`config.mk`:
```
export PLATFORM = sky130hd
export DESIGN_NAME = i2s_rx_flat
export DESIGN_NICKNAME = d
export VERILOG_FILES = /design/src/rtl/i2s_pkg.sv /design/src/rtl/i2s_rx_if.sv /design/src/rtl/i2s_slot_deser.sv /design/src/rtl/i2s_rx.sv /design/src/flat_wrapper.sv
export SDC_FILE = /design/constraint.sdc
export NUM_CORES = 1
export LEC_CHECK = 0
export ABC_AREA = 1
export CELL_PAD_IN_SITES_DETAIL_PLACEMENT = 0
export CELL_PAD_IN_SITES_GLOBAL_PLACEMENT = 1
export CORE_UTILIZATION = 25
export CTS_BUF_LIST = sky130_fd_sc_hd__clkbuf_4
export DETAILED_ROUTE_END_ITERATION = 8
export PLACE_DENSITY_LB_ADDON = 0.1
export SLEW_MARGIN = 10
export SYNTH_ARGS = -nofsm -noshare
export SYNTH_HDL_FRONTEND = slang
export SYNTH_HIERARCHICAL = 1
export SYNTH_SLANG_ARGS = --single-unit
```
`constraint.sdc`:
```
create_clock -name sclk -period 2.5 [get_ports sclk]
set_input_delay 0.75 -clock sclk [delete_from_list [all_inputs] [get_ports sclk]]
set_output_delay 0.75 -clock sclk [all_outputs]
set_load 0.05 [all_outputs]
```
`src/rtl/i2s_pkg.sv`:
```
// Shared types and default sizing for the I2S receive path.
package i2s_pkg;

    localparam int I2S_WIDTH    = 16;
    localparam int I2S_MAX_SLOT = 32;

    typedef enum logic [1:0] {
        SYNC,
        LEFT,
        RIGHT
    } rx_state_t;

    typedef logic [I2S_WIDTH-1:0] sample_t;

endpackage

```
`src/rtl/i2s_rx_if.sv`:
```
// Serial input and parallel sample output bundle of the I2S receiver.
// frame_err exists only when I2SRX_ERR_EN is defined.
interface i2s_rx_if
    import i2s_pkg::*;
#(
    parameter int WIDTH = I2S_WIDTH
);

    logic             ws;
    logic             sdata;
    logic [WIDTH-1:0] left_chan;
    logic [WIDTH-1:0] right_chan;
    logic             sample_valid;
    logic             locked;
`ifdef I2SRX_ERR_EN
    logic             frame_err;
`endif

    modport master (
        output ws, sdata,
`ifdef I2SRX_ERR_EN
        input  frame_err,
`endif
        input  left_chan, right_chan, sample_valid, locked
    );

    modport slave (
        input  ws, sdata,
`ifdef I2SRX_ERR_EN
        output frame_err,
`endif
        output left_chan, right_chan, sample_valid, locked
    );

endinterface

```
`src/rtl/i2s_slot_deser.sv`:
```
// Per-slot bit counter and MSB-first deserializer with zero-filled LSBs.
// Short-slot flag is built only with I2SRX_ERR_EN.
module i2s_slot_deser
    import i2s_pkg::*;
#(
    parameter int WIDTH    = I2S_WIDTH,
    parameter int MAX_SLOT = I2S_MAX_SLOT
) (
    input  logic             sclk,
    input  logic             rst,
    input  logic             i_edge,
    input  logic             i_clear,
    input  logic             i_sdata,
    output logic [WIDTH-1:0] o_word,
`ifdef I2SRX_ERR_EN
    output logic             o_short,
`endif
    output logic             o_timeout
);

    localparam int CW = $clog2(MAX_SLOT + 2);
    localparam int IW = (WIDTH > 1) ? $clog2(WIDTH) : 1;
    localparam logic [CW-1:0] SAT     = CW'(MAX_SLOT + 1);
    localparam logic [CW-1:0] LAST    = CW'(MAX_SLOT);
    localparam logic [CW-1:0] WIDTH_C = CW'(WIDTH);

    logic [CW-1:0]    r_cnt;
    logic [CW-1:0]    w_kNext;
    logic [WIDTH-1:0] r_shift;
    logic [IW-1:0]    w_idx;
    logic             w_inWord;

    // Bit k lands at position WIDTH-k, so a cleared register is already zero-filled.
    always_comb begin
        w_kNext  = (r_cnt == SAT) ? SAT : r_cnt + CW'(1);
        w_inWord = (w_kNext <= WIDTH_C);
        w_idx    = IW'(WIDTH_C - w_kNext);
    end

    always_ff @(posedge sclk) begin
        if (rst || i_clear || i_edge) begin
            r_cnt   <= '0;
            r_shift <= '0;
        end else begin
            r_cnt <= w_kNext;
            if (w_inWord) begin
                r_shift[w_idx] <= i_sdata;
            end
        end
    end

    assign o_word    = r_shift;
`ifdef I2SRX_ERR_EN
    assign o_short   = i_edge && (r_cnt < WIDTH_C);
`endif
    assign o_timeout = !i_edge && (r_cnt == LAST);

endmodule

```
`src/rtl/i2s_rx.sv`:
```
// I2S receiver: frame-lock state machine and stereo output registers.
// Optional frame_err strobe is built when I2SRX_ERR_EN is defined.
module i2s_rx
    import i2s_pkg::*;
#(
    parameter int WIDTH    = I2S_WIDTH,
    parameter int MAX_SLOT = I2S_MAX_SLOT
) (
    input logic      sclk,
    input logic      rst,
    i2s_rx_if.slave  bus
);

    rx_state_t        r_state;
    rx_state_t        w_stateNext;
    logic             r_wsD;
    logic [WIDTH-1:0] r_leftHold;
    logic [WIDTH-1:0] w_leftHoldNext;
    logic [WIDTH-1:0] r_left;
    logic [WIDTH-1:0] w_leftNext;
    logic [WIDTH-1:0] r_right;
    logic [WIDTH-1:0] w_rightNext;
    logic             r_valid;
    logic             w_validNext;
    logic             w_edge;
    logic             w_fall;
    logic [WIDTH-1:0] w_word;
    logic             w_timeout;
`ifdef I2SRX_ERR_EN
    logic             w_short;
    logic             w_errNext;
    logic             r_err;
`endif

    assign w_edge = bus.ws ^ r_wsD;
    assign w_fall = w_edge & ~bus.ws;

    i2s_slot_deser #(
        .WIDTH    (WIDTH),
        .MAX_SLOT (MAX_SLOT)
    ) u_deser (
        .sclk      (sclk),
        .rst       (rst),
        .i_edge    (w_edge),
        .i_clear   (r_state == SYNC),
        .i_sdata   (bus.sdata),
        .o_word    (w_word),
`ifdef I2SRX_ERR_EN
        .o_short   (w_short),
`endif
        .o_timeout (w_timeout)
    );

    // Timeout and a slot edge are mutually exclusive, so their order here is arbitrary.
    always_comb begin
        w_stateNext    = r_state;
        w_leftHoldNext = r_leftHold;
        w_leftNext     = r_left;
        w_rightNext    = r_right;
        w_validNext    = 1'b0;
        case (r_state)
            SYNC: begin
                if (w_fall) begin
                    w_stateNext = LEFT;
                end
            end
            LEFT: begin
                if (w_timeout) begin
                    w_stateNext    = SYNC;
                    w_leftHoldNext = '0;
                end else if (w_edge) begin
                    w_leftHoldNext = w_word;
                    w_stateNext    = RIGHT;
                end
            end
            RIGHT: begin
                if (w_timeout) begin
                    w_stateNext    = SYNC;
                    w_leftHoldNext = '0;
                end else if (w_edge) begin
                    w_leftNext  = r_leftHold;
                    w_rightNext = w_word;
                    w_validNext = 1'b1;
                    w_stateNext = LEFT;
                end
            end
            default: w_stateNext = SYNC;
        endcase
    end

    always_ff @(posedge sclk) begin
        if (rst) begin
            r_state    <= SYNC;
            r_wsD      <= 1'b0;
            r_leftHold <= '0;
            r_left     <= '0;
            r_right    <= '0;
            r_valid    <= 1'b0;
        end else begin
            r_state    <= w_stateNext;
            r_wsD      <= bus.ws;
            r_leftHold <= w_leftHoldNext;
            r_left     <= w_leftNext;
            r_right    <= w_rightNext;
            r_valid    <= w_validNext;
        end
    end

`ifdef I2SRX_ERR_EN
    assign w_errNext = (r_state != SYNC) && (w_timeout || w_short);

    always_ff @(posedge sclk) begin
        if (rst) begin
            r_err <= 1'b0;
        end else begin
            r_err <= w_errNext;
        end
    end

    assign bus.frame_err = r_err;
`endif

    assign bus.left_chan    = r_left;
    assign bus.right_chan   = r_right;
    assign bus.sample_valid = r_valid;
    assign bus.locked       = (r_state != SYNC);

endmodule

```
`src/flat_wrapper.sv`:
```
// flat-port wrapper written by rule: the top's interface ports become plain ports
module i2s_rx_flat import i2s_pkg::*;
#(
    parameter int WIDTH    = I2S_WIDTH,
    parameter int MAX_SLOT = I2S_MAX_SLOT
)
  (sclk, rst, bus_ws, bus_sdata, bus_left_chan, bus_right_chan, bus_sample_valid, bus_locked);
  i2s_rx_if #(.WIDTH(WIDTH)) bus_i ();
  input logic sclk;
  input logic rst;
  input wire logic [$bits(bus_i.ws)-1:0] bus_ws;
  input wire logic [$bits(bus_i.sdata)-1:0] bus_sdata;
  output wire logic [$bits(bus_i.left_chan)-1:0] bus_left_chan;
  output wire logic [$bits(bus_i.right_chan)-1:0] bus_right_chan;
  output wire logic [$bits(bus_i.sample_valid)-1:0] bus_sample_valid;
  output wire logic [$bits(bus_i.locked)-1:0] bus_locked;
  assign bus_i.ws = bus_ws;
  assign bus_i.sdata = bus_sdata;
  assign bus_left_chan = bus_i.left_chan;
  assign bus_right_chan = bus_i.right_chan;
  assign bus_sample_valid = bus_i.sample_valid;
  assign bus_locked = bus_i.locked;
  i2s_rx #(.WIDTH(WIDTH), .MAX_SLOT(MAX_SLOT)) u_core (.sclk(sclk), .rst(rst), .bus(bus_i));
endmodule
```
==> impl_metrics.tcl, run 1 <==
set metrics [dict create \
    status "finished clean" \
    core_area_sq_mm 0.0128 \
    synth_common_cells "nor2_1 (171), nand2_1 (87), dfxtp_1 (74)" \
    final_nets 531 \
    finish.utilization_pct 31.7 \
    syn2layout_area_growth_pct 22.0 \
    fillers 1435 \
    drc_errors 0 \
    drive_gt1_share_pct 10.5 \
    cts.sinks 74 \
    hold_viol 0 \
    ant_nets 0 \
    syn_nets 490 \
    crit_buf_inv 1 \
    power_density_mw_per_mm2 596 \
    drv_cap 0 \
    crit_path_end_kind "primary output" \
    final_cell_area_sq_mm 0.00407 \
    slew_headroom_pct 66.0 \
    viasPerCell 4.13 \
    leakagePower_uw 0.00165 \
    placed_cells_incl_taps 682 \
    layout.cells.non_filler 699 \
    cp_cell_sequence "clkdlybuf4s50_1" \
    antenna_found_initial 0 \
    min_period_ns 2.39 \
    hpwl_mm 5.79 \
    yosys-top-cells-area "dfxtp_1 (44%), nor2_1 (19%), nand2_1 (9.8%), o21ai_0 (5.6%), inv_1 (3.5%)" \
    cts_tree "done" \
    grt_pass1_vias 2855 \
    wl_met2_mm 3.39 \
    wire_per_inst_um 11.6 \
    met3_length_um 241 \
    netlist_area_sq_mm 0.00333 \
    m1WireLength_mm 4.30 \
    worst-path-stages 1 \
    overflow 0 \
    vias 2887 \
    wirelength_mm 8.10 \
    post_cts_buffers 0 \
    port_buffers 37 \
    globalplace.congestion 0.808 \
    rr_endpoint "u_core/u_deser/o_word[9]$_SDFFE_PP0P_" \
    floorplan.initialDensity_pct 26.0 \
    cts_resized 0 \
    max_slew.worst_pin.slew_ns 0.509 \
    reg2regPathDepth 10 \
    clockBufferDepth 2 \
    vdd_drop_max_v 0.000187 \
    dr.pass1.iters 4 \
    numCtsBuffers 9 \
    root_buffer "clkbuf_4" \
    seq_area_frac_synth_pct 44.4 \
    arrival_ns 1.64 \
    finalCritPeriodShare_pct 95.4 \
    track_usage_pct 12.8 \
    crit_required_ns 1.75 \
    path_max_fanout 2 \
    drt-initial-drc-count 89 \
    die_w_um 117 \
    grt_max_degree 49 \
    pin_count 38 \
    row_count 41 \
    yosys_warnings 6 \
    die_area_sq_mm 0.0138 \
    die_h_um 117 \
    syn_inst 480 \
    clk_latency_ns 0.45 \
    cts.clk_slew.worst_paths_ns 0.13 \
    avgSynthCellArea_sq_um 6.94 \
    hold_buffers 0 \
    clock_skew_ns 0.0135 \
    placement.setup.worst_slack_ns -0.0578 \
    ys_types 27 \
    dpl-instance-area_sq_mm 0.00394 \
    highest_layer "met4" \
    critPathSlowestCell "clkdlybuf4s50_1" \
    synth_most_common_cell "nor2_1" \
    setup_tns_ns 0 \
    yosys.area.top_type_share_pct 44.4 \
    grt_pass1_wl_mm 13.9 \
    critPathKind "flip-flop to primary output" \
    async_flop_share_pct 0 \
    slew_viol_final 0 \
    synth-seq-cells 74 \
    timing.rr.start "u_core/u_deser/r_cnt[0]$_SDFF_PP0_" \
    setup_ws_ns 0.115 \
    slowest_delay_ns 0.81 \
    path_delay_family "buffers and inverters" \
    synth_area_leader_cell "dfxtp_1" \
    synth_edf_count 0 \
    hold_path_depth 2 \
    start_kind "flip-flop" \
    htree_levels 3 \
    timing.fmax_ghz 0.419 \
    grt_setup_unrepaired "no" \
    synthFlopType "dfxtp_1" \
    ff2ff_setup_slack_ns 0.54 \
    finalSetupViolations 0 \
    hp-start "u_core/bus.left_chan[11]$_SDFFE_PP0P_" \
    worst_hold_path.endpoint "u_core/bus.left_chan[11]$_SDFFE_PP0P_" \
    hold_class "flip-flop to flip-flop" \
]
[state kept, by name, summed over array words and instances (netlist names)]
signal	cells
u_core/r_wsD	1
u_core/bus.right_chan	16
u_core/bus.sample_valid	1
u_core/r_leftHold	16
u_core/r_state	2
u_core/bus.left_chan	16
u_core/u_deser/r_cnt	6
u_core/u_deser/o_word	16
[how the worst max path moves through the flow]
stage | from | to | slack, ns
final | u_core/bus.right_chan[2]$_SDFFE_PP0P_ | bus_right_chan[2] | 0.11
after global routing | u_core/bus.left_chan[10]$_SDFFE_PP0P_ | bus_left_chan[10] | 0.06
after CTS | u_core/bus.right_chan[2]$_SDFFE_PP0P_ | bus_right_chan[2] | 0.07
after detailed placement | bus_ws | u_core/r_leftHold[1]$_SDFFE_PP0P_ | -0.06
after global placement | bus_ws | u_core/r_leftHold[1]$_SDFFE_PP0P_ | -0.07
after floorplan | bus_ws | u_core/u_deser/o_word[0]$_SDFFE_PP0P_ | 0.42
[power by group]
group | total, uW | internal (uW) | switching (uW)
Clock | 734 | 293 | 441
Combinational | 413 | 143 | 270
Sequential | 1280 | 1240 | 35.5
[layer usage]
layer / up-vias / GRT usage (%)
met3: 11 / 2.71
met4: 0 / 6.73
met1: 1278 / 16.7
met2: 37 / 19.7
li1: 1561 / -
met5: - / 0
[stage by stage]
stage          hold WS, ns  total power, uW
4_1_cts              0.498             2470
2_1_floorplan        0.473             1600
6_report             0.494             2420
3_5_place_dp         0.473             1720
3_3_place_gp         0.462             1720
5_1_grt              0.517             2570
[cell usage in the layout (no fill, tap or decap), types with 2 or more instances in the layout]
cell,Yosys,final
inv_2,5,5
nor3_1,5,5
clkinv_1,0,3
nand4_1,6,6
nand3_1,10,10
o21ai_0,37,37
dfxtp_1,74,74
inv_1,31,31
clkbuf_4,0,9
inv_4,2,2
nand3_2,8,8
nand2_4,3,3
a21oi_1,4,4
ha_1,6,6
nor2_2,3,3
buf_4,3,9
clkdlybuf4s50_1,0,36
clkinv_2,0,2
nor2_1,171,171
buf_12,0,4
nand2_1,87,87
nand2_2,4,4
[logic make-up (layout without fill, tap and decap cells)]
logic type / Yosys count / after routing / synth area share [%]
adder cells (fa/ha/maj): 6 / 6 / 2.25
buffers and inverters: 57 / 103 / 8.03
XOR/XNOR: 2 / 2 / 0.751
flip-flops: 74 / 74 / 44.4
AND/OR/NAND/NOR: 299 / 299 / 38.0
AO/OA/AOI/OAI: 42 / 42 / 6.49
other: 0 / 1 / 0
[area by class of cell]
class                   count  area, sq um  area share, %
diodes                      1         2.50         0.0615
clock buffers               9         67.6           1.66
clock inverters             7         60.1           1.48
inverters                  38          148           3.63
multi-input cells         349         1580           39.0
flip-flops and latches     74         1480           36.4
well taps                 172          215           5.29
repair buffers             49          508           12.5
Note: power is estimated with default switching activity, not from simulation.
==> inputs of run 2 (changes only) <==
--- a/config.mk
+++ b/config.mk
@@ -11,6 +11,7 @@
 export CORE_UTILIZATION = 25
 export CTS_BUF_LIST = sky130_fd_sc_hd__clkbuf_4
 export DETAILED_ROUTE_END_ITERATION = 8
+export MAX_ROUTING_LAYER = met4
 export PLACE_DENSITY_LB_ADDON = 0.1
 export SLEW_MARGIN = 10
 export SYNTH_ARGS = -nofsm -noshare
==> impl_metrics.tcl, run 2 (synthesis results as in run 1) <==
set metrics [dict create \
    cp_cell_sequence "clkdlybuf4s50_1" \
    pin_count 38 \
    port_buffers 37 \
    grt_max_degree 49 \
    post_cts_buffers 0 \
    dpl-instance-area_sq_mm 0.00394 \
    ff2ff_setup_slack_ns 0.53 \
    grt_pass1_vias 2851 \
    drive_gt1_share_pct 10.5 \
    wirelength_mm 8.16 \
    fillers 1435 \
    hold_buffers 0 \
    row_count 41 \
    drc_errors 0 \
    finalCritPeriodShare_pct 95.4 \
    slew_headroom_pct 66.0 \
    drt-initial-drc-count 85 \
    setup_tns_ns 0 \
    critPathKind "flip-flop to primary output" \
    cts_resized 0 \
    crit_path_end_kind "primary output" \
    status "finished clean" \
    worst-path-stages 1 \
    floorplan.initialDensity_pct 26.0 \
    hpwl_mm 5.79 \
    crit_required_ns 1.75 \
    start_kind "flip-flop" \
    final_nets 531 \
    die_h_um 117 \
    timing.rr.start "u_core/u_deser/r_cnt[0]$_SDFF_PP0_" \
    syn2layout_area_growth_pct 22.0 \
    startpoint "u_core/bus.right_chan[2]$_SDFFE_PP0P_" \
    track_usage_pct 13.2 \
    rr_endpoint "u_core/u_deser/o_word[12]$_SDFFE_PP0P_" \
    timing.fmax_ghz 0.419 \
    reg2regPathDepth 10 \
    max_slew.worst_pin.slew_ns 0.509 \
    grt_pass1_wl_mm 13.9 \
    crit_buf_inv 1 \
    final_common_cell "nor2_1" \
    min_period_ns 2.38 \
    finalSetupViolations 0 \
    path_delay_family "buffers and inverters" \
    slew_viol_final 0 \
    vias 2894 \
    drv_cap 0 \
    die_w_um 117 \
    final_cell_mix "nor2_1 (171), nand2_1 (87), dfxtp_1 (74), o21ai_0 (37), clkdlybuf4s50_1 (36)" \
    hold_class "flip-flop to flip-flop" \
    critPathCapture "bus_right_chan[2]" \
    power_density_mw_per_mm2 596 \
    cts.sinks 74 \
    cts.clk_slew.worst_paths_ns 0.13 \
    hold_viol 0 \
    path_max_fanout 2 \
    cts_tree "done" \
    antenna_found_initial 0 \
    viasPerCell 4.14 \
    critPathSlowestCell "clkdlybuf4s50_1" \
    slowest_delay_ns 0.81 \
    root_buffer "clkbuf_4" \
    htree_levels 3 \
    overflow 0 \
    hold_path_depth 2 \
    vdd_drop_max_v 0.000187 \
    globalplace.congestion 0.820 \
    leakagePower_uw 0.00165 \
    clk_latency_ns 0.44 \
    core_area_sq_mm 0.0128 \
    numCtsBuffers 9 \
    dr.pass1.iters 4 \
    clock_skew_ns 0.0144 \
    clockBufferDepth 2 \
    wire_per_inst_um 11.7 \
    die_area_sq_mm 0.0138 \
    grt_setup_unrepaired "no" \
    arrival_ns 1.63 \
    final_cell_area_sq_mm 0.00407 \
    ant_nets 0 \
]
[run 2: cell counts in the layout (fill, tap and decap cells not counted)]
No cell type changed its count.
[run 2: how the worst min path moves through the flow]
stage                                                from                                    end  slack, ns
global placement    u_core/bus.left_chan[12]$_SDFFE_PP0P_  u_core/bus.left_chan[12]$_SDFFE_PP0P_       0.46
CTS                 u_core/bus.left_chan[11]$_SDFFE_PP0P_  u_core/bus.left_chan[11]$_SDFFE_PP0P_       0.50
detailed placement  u_core/bus.left_chan[11]$_SDFFE_PP0P_  u_core/bus.left_chan[11]$_SDFFE_PP0P_       0.47
finish              u_core/bus.left_chan[11]$_SDFFE_PP0P_  u_core/bus.left_chan[11]$_SDFFE_PP0P_       0.49
global route        u_core/bus.right_chan[0]$_SDFFE_PP0P_  u_core/bus.right_chan[0]$_SDFFE_PP0P_       0.52
floorplan           u_core/u_deser/o_word[0]$_SDFFE_PP0P_  u_core/u_deser/o_word[0]$_SDFFE_PP0P_       0.47
[run 2: stage by stage]
step / power, uW / instances / setup WS (ns) / util (%) / hold WS, ns
after floorplan: 1600 / 480 / 0.417 / - / 0.473
after global placement: 1720 / 682 / -0.0651 / 30.7 / 0.462
after detailed placement: 1720 / 682 / -0.0578 / 30.7 / 0.473
after CTS: 2470 / 698 / 0.0741 / 31.7 / 0.498
after global routing: 2570 / 698 / 0.0592 / 31.7 / 0.517
final: 2420 / 699 / 0.116 / 31.7 / 0.494
[run 2: worst reg2reg max path, stage by stage, from the launching register on]
cell	delay [ns]
dfxtp_1	0.49
inv_1	0.16
ha_1	0.34
nor2_1	0.22
nand2_1	0.10
nand2_1	0.09
nand3_1	0.12
nor2_1	0.21
nand2_1	0.07
nand2_1	0.06
nor2_1	0.03
[run 2: where the power goes]
| part | total, uW | internal (uW) | switching, uW | leakage [uW] |
|---|---|---|---|---|
| sequential | 1280 | 1240 | 35.7 | 0.000598 |
| clock | 734 | 293 | 440 | 0.0000722 |
| combinational | 414 | 143 | 270 | 0.000978 |
| total | 2420 | 1680 | 746 | 0.00165 |
[run 2: cell type report]
class	instances	area (sq um)	area share [%]
Inverter	38	148	3.63
Antenna cell	1	2.50	0.0615
Multi-Input combinational cell	349	1580	39.0
Tap cell	172	215	5.29
Clock inverter	7	60.1	1.48
Timing Repair Buffer	49	508	12.5
Sequential cell	74	1480	36.4
Clock buffer	9	67.6	1.66
[run 2: routing by layer]
metal | up-vias | track usage [%] | share of wire (%)
met3 | 12 | 2.57 | 2.4
met4 | 0 | 6.73 | 2.2
met1 | 1285 | 16.8 | 53
met2 | 37 | 19.7 | 42
met5 | - | - | 0
li1 | 1560 | - | -
==> inputs of run 3 (changes only) <==
==> constraint.sdc (replaced) <==
create_clock -name sclk -period 2.5 [get_ports sclk]
set_input_delay 0.25 -clock sclk [delete_from_list [all_inputs] [get_ports sclk]]
set_output_delay 0.25 -clock sclk [all_outputs]
set_load 0.05 [all_outputs]
==> impl_metrics.tcl, run 3 (synthesis results as in run 1) <==
set metrics [dict create \
    cts_resized 0 \
    pin_count 38 \
    critPathSlowestCell "dfxtp_1" \
    slew_viol_final 0 \
    power_density_mw_per_mm2 627 \
    hold_class "primary input to flip-flop" \
    die_w_um 117 \
    wire_per_inst_um 12.4 \
    drv_cap 0 \
    crit_buf_inv 3 \
    drive_gt1_share_pct 9.06 \
    crit_path_end_kind "flip-flop" \
    slew_headroom_pct 66.1 \
    fillers 1433 \
    hold_buffers 0 \
    root_buffer "clkbuf_4" \
    seq_area_sq_mm 0.00148 \
    multi_input_comb_area_sq_mm 0.00158 \
    numCtsBuffers 9 \
    core_area_sq_mm 0.0128 \
    wirelength_mm 8.58 \
    path_delay_family "buffers and inverters" \
    clock_skew_ns 0.0156 \
    grt_pass1_vias 2708 \
    clk_latency_ns 0.45 \
    htree_levels 3 \
    globalplace.congestion 0.807 \
    power_uw 2510 \
    final_common_cell "nor2_1" \
    timing.fmax_ghz 0.458 \
    floorplan.initialDensity_pct 26.0 \
    ff2ff_setup_slack_ns 0.32 \
    grt_max_degree 49 \
    cts.clk_slew.worst_paths_ns 0.13 \
    leakagePower_uw 0.00161 \
    arrival_ns 2.51 \
    hold_viol 0 \
    track_usage_pct 13.6 \
    final_cell_mix "nor2_1 (171), nand2_1 (87), dfxtp_1 (74), clkdlybuf4s50_1 (37), o21ai_0 (37)" \
    status "finished clean" \
    viasPerCell 4.18 \
    slowest_delay_ns 0.48 \
    crit_top_cell "nor2_1" \
    die_area_sq_mm 0.0138 \
    final_nets 524 \
    drt-initial-drc-count 128 \
    post_cts_buffers 0 \
    dr.pass1.iters 4 \
    grt_setup_unrepaired "no" \
    syn2layout_area_growth_pct 20.4 \
    overflow 0 \
    setup_tns_ns 0 \
    drc_errors 0 \
    cts_tree "done" \
    ant_nets 0 \
    antenna_found_initial 0 \
    num_antenna_cells 0 \
    path_max_fanout 26 \
    max_slew.worst_pin.slew_ns 0.506 \
    start_kind "flip-flop" \
    cp_cell_sequence "inv_1, ha_1, nand3_1, nor2_1, inv_2, nand3_4, buf_4, o21ai_0, nor2_1" \
    finalCritPeriodShare_pct 87.3 \
    hpwl_mm 6.09 \
    vdd_drop_max_v 0.000208 \
    critPathKind "flip-flop to flip-flop" \
    port_buffers 37 \
    crit_required_ns 2.82 \
    clockBufferDepth 2 \
    vias 2890 \
    min_period_ns 2.18 \
    cts.sinks 74 \
    finalSetupViolations 0 \
    row_count 41 \
    grt_pass1_wl_mm 14.2 \
    die_h_um 117 \
]
## run 3: layer usage
| layer | track usage [%] | routed length [um] | vias up |
|---|---|---|---|
| met3 | 2.96 | 294 | 18 |
| met5 | - | 0 | - |
| met4 | 7.69 | 281 | 0 |
| li1 | - | - | 1552 |
| met1 | 17.8 | 4350 | 1258 |
| met2 | 19.4 | 3650 | 62 |
## run 3: final timing paths
kind | to | cells past startpoint | start
hold / removal | u_core/r_wsD$_SDFF_PP0_ | 3 | bus_ws
setup / recovery | u_core/bus.right_chan[8]$_SDFFE_PP0P_ | 9 | u_core/u_deser/r_cnt[0]$_SDFF_PP0_
hold reg to reg | u_core/bus.right_chan[11]$_SDFFE_PP0P_ | 2 | u_core/bus.right_chan[11]$_SDFFE_PP0P_
setup reg to reg | u_core/bus.right_chan[8]$_SDFFE_PP0P_ | 9 | u_core/u_deser/r_cnt[0]$_SDFF_PP0_
## run 3: report_power, final
part | internal [uW] | total [uW] | switching, uW
Sequential | 1240 | 1270 | 35.1
Clock | 394 | 833 | 440
Combinational | 134 | 407 | 272
Total | 1770 | 2510 | 747
## run 3: final cells by class
cell class / instances / share of cell area [%]
Multi-Input combinational cell: 349 / 39.5
Sequential cell: 74 / 36.9
Timing Repair Buffer: 42 / 10.8
Tap cell: 172 / 5.36
Inverter: 38 / 3.68
Clock inverter: 7 / 2.09
Clock buffer: 9 / 1.68
## run 3: worst min-delay path: cells and delay by family
| kind | cells | cell delay [ns] |
|---|---|---|
| buffers and inverters | 2 | 0.46 |
| AND/OR/NAND/NOR | 1 | 0.04 |
## run 3: per-stage QoR
step / hold slack [ns] / setup WS, ns / instance area [sq um] / utilization, % / cells
2_1_floorplan: 0.319 / 0.869 / 3330 / - / 480
3_3_place_gp: 0.467 / 0.117 / 3860 / 30.1 / 675
3_5_place_dp: 0.474 / 0.107 / 3860 / 30.1 / 675
4_1_cts: 0.298 / 0.296 / 4010 / 31.3 / 691
5_1_grt: 0.335 / 0.127 / 4010 / 31.3 / 691
6_report: 0.345 / 0.317 / 4010 / 31.3 / 691
